`config.mk`:
```
export PLATFORM = sky130hd
export DESIGN_NAME = hangman_round_ctrl
export DESIGN_NICKNAME = d
export VERILOG_FILES = /design/src/rtl/hangman_round_ctrl.sv
export SDC_FILE = /design/constraint.sdc
export NUM_CORES = 1
export LEC_CHECK = 0
export BUFFER_PORTS_ARGS = -buffer_cell sky130_fd_sc_hd__buf_4
export CAP_MARGIN = 10
export CORE_UTILIZATION = 54
export DETAILED_ROUTE_END_ITERATION = 10
export PLACE_DENSITY = 0.88
export SETUP_SLACK_MARGIN = 0.05
export SLEW_MARGIN = 0
export SYNTH_ARGS = -nofsm -noshare
export SYNTH_HDL_FRONTEND = slang
export SYNTH_SLANG_ARGS = --single-unit
export TNS_END_PERCENT = 10
```
`constraint.sdc`:
```
create_clock -name clk -period 2.5 [get_ports clk]
set_input_delay 0.125 -clock clk [delete_from_list [all_inputs] [get_ports clk]]
set_output_delay 0.125 -clock clk [all_outputs]
set_load 0.01 [all_outputs]
```
`src/rtl/hangman_round_ctrl.sv`:
```
// Hangman round controller: tracks guessed letters, lives and round outcome
// for one word at a time, and keeps a saturating tally of rounds won.
// Every update happens on the rising clock edge. The per-guess result pulses
// are registered, so they appear the cycle after the guess is presented.
module hangman_round_ctrl #(
   parameter int ALPHA    = 26,
   parameter int LETTER_W = 5,
   parameter int LIVES    = 4,
   parameter int LIVES_W  = 3,
   parameter int SCORE_W  = 4
) (
   input  logic                clk,
   input  logic                reset_n,
   input  logic                start,
   input  logic [ALPHA-1:0]    word_mask,
   input  logic                guess_valid,
   input  logic [LETTER_W-1:0] guess_letter,
   output logic                guess_ready,
   output logic [ALPHA-1:0]    revealed,
   output logic [ALPHA-1:0]    guessed,
   output logic [LIVES_W-1:0]  lives_left,
   output logic [1:0]          state,
   output logic                hit,
   output logic                miss,
   output logic                dup,
   output logic                bad,
   output logic [SCORE_W-1:0]  wins
);

   typedef enum logic [1:0] {
      IDLE = 2'd0,
      PLAY = 2'd1,
      WIN  = 2'd2,
      LOSE = 2'd3
   } state_t;

   localparam logic [LETTER_W:0]  ALPHA_CODE = (LETTER_W+1)'(ALPHA);
   localparam logic [LIVES_W-1:0] LIVES_INIT = LIVES_W'(LIVES);

   state_t               r_state;
   logic [ALPHA-1:0]     r_mask;
   logic [ALPHA-1:0]     r_guessed;
   logic [LIVES_W-1:0]   r_lives;
   logic [SCORE_W-1:0]   r_wins;
   logic                 r_hit;
   logic                 r_miss;
   logic                 r_dup;
   logic                 r_bad;

   state_t               w_stateNext;
   logic [ALPHA-1:0]     w_maskNext;
   logic [ALPHA-1:0]     w_guessedNext;
   logic [LIVES_W-1:0]   w_livesNext;
   logic [SCORE_W-1:0]   w_winsNext;
   logic                 w_hitNext;
   logic                 w_missNext;
   logic                 w_dupNext;
   logic                 w_badNext;

   logic [ALPHA-1:0]     w_letterBit;
   logic                 w_letterOk;
   logic [ALPHA-1:0]     w_guessedHit;
   logic [SCORE_W-1:0]   w_winsInc;

   // One-hot of the guessed letter; shifting past the top leaves it all-zero,
   // and out-of-range codes are caught by w_letterOk before it is used.
   assign w_letterBit  = ALPHA'(1) << guess_letter;
   assign w_letterOk   = ({1'b0, guess_letter} < ALPHA_CODE);
   assign w_guessedHit = r_guessed | w_letterBit;
   assign w_winsInc    = (&r_wins) ? r_wins : r_wins + SCORE_W'(1);

   // Next-state and next-register values; everything holds unless changed.
   always_comb begin
      w_stateNext   = r_state;
      w_maskNext    = r_mask;
      w_guessedNext = r_guessed;
      w_livesNext   = r_lives;
      w_winsNext    = r_wins;
      w_hitNext     = 1'b0;
      w_missNext    = 1'b0;
      w_dupNext     = 1'b0;
      w_badNext     = 1'b0;

      if (start) begin
         // A new round always wins over a guess arriving in the same cycle.
         w_maskNext    = word_mask;
         w_guessedNext = '0;
         w_livesNext   = LIVES_INIT;
         w_stateNext   = PLAY;
      end else if (r_state == PLAY) begin
         if (r_mask == '0) begin
            // The empty word is solved immediately. Any guess that arrives in
            // this cycle is dropped so that the round ends cleanly.
            w_stateNext = WIN;
            w_winsNext  = w_winsInc;
         end else if (guess_valid) begin
            if (!w_letterOk) begin
               w_badNext = 1'b1;
            end else if ((r_guessed & w_letterBit) != '0) begin
               w_dupNext = 1'b1;
            end else if ((r_mask & w_letterBit) != '0) begin
               w_guessedNext = w_guessedHit;
               w_hitNext     = 1'b1;
               if ((w_guessedHit & r_mask) == r_mask) begin
                  w_stateNext = WIN;
                  w_winsNext  = w_winsInc;
               end
            end else begin
               w_guessedNext = w_guessedHit;
               w_missNext    = 1'b1;
               if (r_lives <= LIVES_W'(1)) begin
                  w_livesNext = '0;
                  w_stateNext = LOSE;
               end else begin
                  w_livesNext = r_lives - LIVES_W'(1);
               end
            end
         end
      end
   end

   // Register bank; reset asserts asynchronously and releases on the clock.
   always_ff @(posedge clk or negedge reset_n) begin
      if (!reset_n) begin
         r_state   <= IDLE;
         r_mask    <= '0;
         r_guessed <= '0;
         r_lives   <= LIVES_INIT;
         r_wins    <= '0;
         r_hit     <= 1'b0;
         r_miss    <= 1'b0;
         r_dup     <= 1'b0;
         r_bad     <= 1'b0;
      end else begin
         r_state   <= w_stateNext;
         r_mask    <= w_maskNext;
         r_guessed <= w_guessedNext;
         r_lives   <= w_livesNext;
         r_wins    <= w_winsNext;
         r_hit     <= w_hitNext;
         r_miss    <= w_missNext;
         r_dup     <= w_dupNext;
         r_bad     <= w_badNext;
      end
   end

   assign guess_ready = (r_state == PLAY);
   assign revealed    = r_guessed & r_mask;
   assign guessed     = r_guessed;
   assign lives_left  = r_lives;
   assign state       = r_state;
   assign hit         = r_hit;
   assign miss        = r_miss;
   assign dup         = r_dup;
   assign bad         = r_bad;
   assign wins        = r_wins;

endmodule

```
# == Yosys cells after proc, flatten, opt, wreduce, memory -nomap -nowiden ==
# Cells that the tools add are included.
# word_totals
regBits,65
input_bits,35
output_inout_bits,66
elab_cells,101
# op_classes
addsub,2
order_cmp,2
n_eq_ne,8
shift,1
muxes,55
bitwise,6
n_reduce_logical,18
# op_table
cell,n
two-way mux 26 bit,6
bitwise AND 26 bit,4
nonzero test 26 bit,2
two-way mux 4 bit,7
== test 26 bit,1
logical NOT 26 bit,1
bitwise OR 26 bit,1
"left shift 1 x 5 -> 26 bit, first input constant",1
two-way mux 1 bit,25
two-way mux 3 bit,8
two-way mux 2 bit,9
nonzero test 2 bit,7
AND reduction 6 bit,2
"inequality test 2 bit, second input constant",4
AND reduction 7 bit,1
nonzero test 3 bit,2
"< comparator 5 bit, second input constant",1
AND reduction 5 bit,1
"adder 4 x 1 -> 4 bit, second input constant",1
"inequality test 4 x 3 -> 1 bit, second input constant",1
AND reduction 4 bit,1
nonzero test 4 bit,1
"<= comparator 3 x 1 -> 1 bit, second input constant",1
"inequality test 3 bit, second input constant",1
other kinds (3),3

# == Depth between registers and ports, before layout ==
# depth
ltp_word,12
mapped_depth,12

# == Worst setup path after synthesis ==
# Ideal clock, no wire load.
# synth_path
path_kind,reg2reg
from,reg r_mask[4]
to,"reg r_lives[1], in the netlist lives_left[1]"
setup_ns,0.078
arrival_time_ns,2.253
required_time_ns,2.422
slack_ns,0.169
stages_incl_launch_ff,9
cell_sequence,dfrtp_1 mux2_1 a222oi_1 o22a_1 o2111ai_1 or3_1 buf_2 or4_1 a21oi_1
# synth_via
elab_chain_len,4
word_cells_on_any_way,6
cone_classes,eq/ne (2); bitwise (1); reduce/logical (3)
# synth_rtl
item,line_no,text
start: declaration,41,logic [ALPHA-1:0] r_mask;
start signal: assignment,136,r_mask <= w_maskNext;
bitwise AND 26 bit,101,end else if ((r_mask & w_letterBit) != '0) begin
nonzero test 26 bit,101,
inequality test 2 bit (no line),--,
AND reduction 6 bit (no line) *,--,
end signal: assignment,138,r_lives <= w_livesNext;
end: declaration,43,logic [LIVES_W-1:0] r_lives;
# Every way passes the cells marked *; elsewhere a longest branch is shown, timed or not.
# A chain may end at the register's enable or synchronous reset.

# == Final worst setup path ==
# layout_path
from,reg r_mask[6]
to,"reg r_lives[1], in the netlist lives_left[1]"
# The elaborated chain is that of the path after synthesis.

==> key figures <==
Outcome
  – Status: completed

Placed design
  – Post-DP HPWL: 10,100 um
  – RePlAce Congestion: 1.02
  – I/O Buffers: 100

Clocking
  – Total clock buffers created by CTS: 9
  – H-Tree Depth: 3
  – CTS tree: done
  – Clock-pin slew on the worst setup and hold paths: 0.08 ns
  – CTS max path bufs: 2
  – Clock root cell: clkbuf_8
  – Skew-Pair Late Insertion Delay: 0.35 ns
  – # clock sinks: 65

Drt
  – WL final: 14,500 um
  – Detail Route Antenna Nets: 0
  – Vias post-DR: 4,493
  – Number of vias per cell: 6.32
  – DRC viols: 0
  – 1st-pass router iterations: 5
  – Initial DRC count: 517
  – Avg WL per Cell: 20.4 um

Logic synthesis
  – Sequential fraction of the synthesis area: 40.1%
  – Cell taking the most area after synthesis: dfrtp_1
  – Synth top area share: 39.5%
  – Post-synth ARST share: 100%
  – Syn avg cell area: 9.02 sq um
  – Synth Instances: 450
  – Post-synth net total: 488
  – Yosys cell types: 63
  – Synthesized cell area: 4060 sq um
  – Synth top area cells: dfrtp_1 39%, mux2_2 6.1%, and2_1 4.5%
  – EDFF count, synth: 0
  – FF+latch count, synth: 65
  – Predominant post-synthesis flop cell: dfrtp_1
  – Synth Warn #: 0

Final layout
  – Fin util: 78.8%
  – Most frequent cells in the layout: 169 x buf_4, 63 x dfrtp_1, 29 x nor2_1, 28 x and2_1, 26 x a21oi_1
  – Share of layout cells above drive strength 1: 38.4%
  – Synth-to-Final Area Change: 40.9%
  – Final nets: 645
  – Ant diodes: 0
  – Reg area: 1630 sq um
  – Fill cells: 496
  – Area of the multi-input gates: 2240 sq um
  – Most common cell after layout, fill and taps aside: buf_4

Timing
  – RSZ-0062 raised after global routing: true
  – Setup tns final: 0 ns
  – Fin crit share: 99.5%
  – Slew Viols, Final: 0
  – Final setup vio count: 0
  – Final critical-path required period: 2.49 ns
  – Worst-Margin Slew: 0.846 ns
  – Final Hold Viols: 0
  – Slew margin rel.: 43.6%
  – Max Clk Rate: 0.402 GHz
  – Hold_ws: 0.000507 ns
  – Fin Clk Skew: 0.0126 ns

Floorplanning
  – Vert. Die Dim: 88.7 um
  – Core ar.: 7250 sq um
  – Die X: 88.7 um
  – Site Rows: 31
  – Initial Utilization: 55.9%
  – I/O Pins: 101
  – Die area: 7870 sq um

Global route
  – Vias in the first global route: 4,313
  – GRT Overall Usage: 39.1%
  – Global-route wire length before repair: 22,800 um
  – Initial antenna violation count: 0
  – Largest net degree at the start of global routing: 66
  – Grt total ovfl: 0

Worst setup path
  – R2R setup slack: 0.01 ns
  – Critical path data required time: 2.77 ns
  – CP Launch Type: register
  – WP data arrival: 2.76 ns
  – R2R depth: 7
  – CP max FO: 4
  – Critical path class: register to register
  – Worst setup EP type: register
  – Worst R2R Start: r_mask[6]
  – Reg2Reg Capture Point: lives_left[1]

Power and ir drop
  – Leak: 2.63 nW
  – Peak VDD IR: 0.000497 V
  – PD cells: 541 nW/um^2
  – Power, Total: 3.09 mW

Min path
  – Hold path endpoint: r_mask[4]
  – HP Start: word_mask[4]
  – Hold Path Depth: 3
  – Hold/Removal Path Class: input port to register

Job
  – Max-capacitance violation count: 0
[state kept, by name, summed over array words and instances (netlist names), 2 cells and up]
signal / count
guessed: 26
r_mask: 26
state: 2
lives_left: 3
wins: 4
[repair_timing]
item,4_1_cts,5_1_grt
pin swaps,1,8
setup buffers,0,2
cloned,0,0
hold buffers,9,0
resized for setup,5,19
setup endpoints to repair,5,32
hold endpoints to repair,72,0
[worst max-delay path by stage]
stage | startpoint | endpoint | slack (ns) | depth (start not counted)
after detailed placement | guess_letter[4] | wins[1] | -0.12 | 8
final | r_mask[6] | lives_left[1] | 0.01 | 7
after global placement | guess_letter[0] | wins[0] | -0.04 | 8
after floorplan | r_mask[4] | lives_left[1] | 0.17 | 8
after global routing | r_mask[6] | lives_left[1] | -0.05 | 7
after CTS | r_mask[6] | lives_left[1] | 0.04 | 7
[cells in the mapped netlist, types with 9 or more instances]
| master | instances |
|---|---|
| nor2b_1 | 12 |
| and2_1 | 29 |
| nand3_1 | 25 |
| mux2_2 | 22 |
| o21ai_0 | 22 |
| inv_1 | 20 |
| nand2_1 | 21 |
| a31oi_1 | 24 |
| buf_2 | 15 |
| dfrtp_1 | 64 |
| nor3_1 | 9 |
| a21oi_1 | 28 |
| nor2_1 | 30 |
| nand2b_1 | 10 |
[critical path, cell delays in order, from the launching register on]
cell and delay [ns]:
dfrtp_1 0.39, mux2_2 0.28, a222oi_1 0.24, o22a_1 0.23, o2111ai_2 0.17, or3_4 0.44, or4_4 0.53, a21oi_2 0.15
[metrics by stage]
| step | instance area (sq um) | instances | setup slack (ns) |
|---|---|---|---|
| 3_5_place_dp | 5260 | 684 | -0.121 |
| 6_report | 5720 | 711 | 0.0120 |
| 3_3_place_gp | 5260 | 684 | -0.0371 |
| 5_1_grt | 5720 | 711 | -0.0454 |
| 2_1_floorplan | 4060 | 450 | 0.169 |
| 4_1_cts | 5650 | 709 | 0.0375 |
[final cells by class]
cell class              instances  share of cell area (%)
well taps                      99                    2.17
clock buffers                  10                    2.41
repair buffers                179                    24.1
clock inverters                 6                    2.41
inverters                      20                    1.31
multi-input cells             332                    39.1
flip-flops and latches         65                    28.5
[cells by family (layout without fill, tap and decap cells)]
| logic type | count (synthesis) | in the layout | synth area share (%) |
|---|---|---|---|
| buffers and inverters | 53 | 215 | 6.60 |
| and+or+nand+nor | 190 | 190 | 26.9 |
| AOI/OAI and AO/OA | 113 | 113 | 18.3 |
| DFF | 65 | 65 | 40.1 |
| muxes | 26 | 26 | 7.12 |
| adders and majority gates | 3 | 3 | 0.925 |
[power breakdown]
group | leakage (nW) | internal, mW | switching, mW
Combinational | 1.66 | 0.304 | 0.351
Clock | 0.137 | 0.796 | 0.452
Sequential | 0.834 | 1.11 | 0.0757
[layer usage]
layer | vias up | wire [um] | global-route usage (%)
met5 | - | 0 | 0
met3 | 65 | 1430 | 7.65
li1 | 1976 | - | -
met4 | 0 | 586 | 18.8
met2 | 305 | 6900 | 62.2
met1 | 2147 | 5610 | 51.4
No activity file was read; power rests on OpenSTA's default activity.
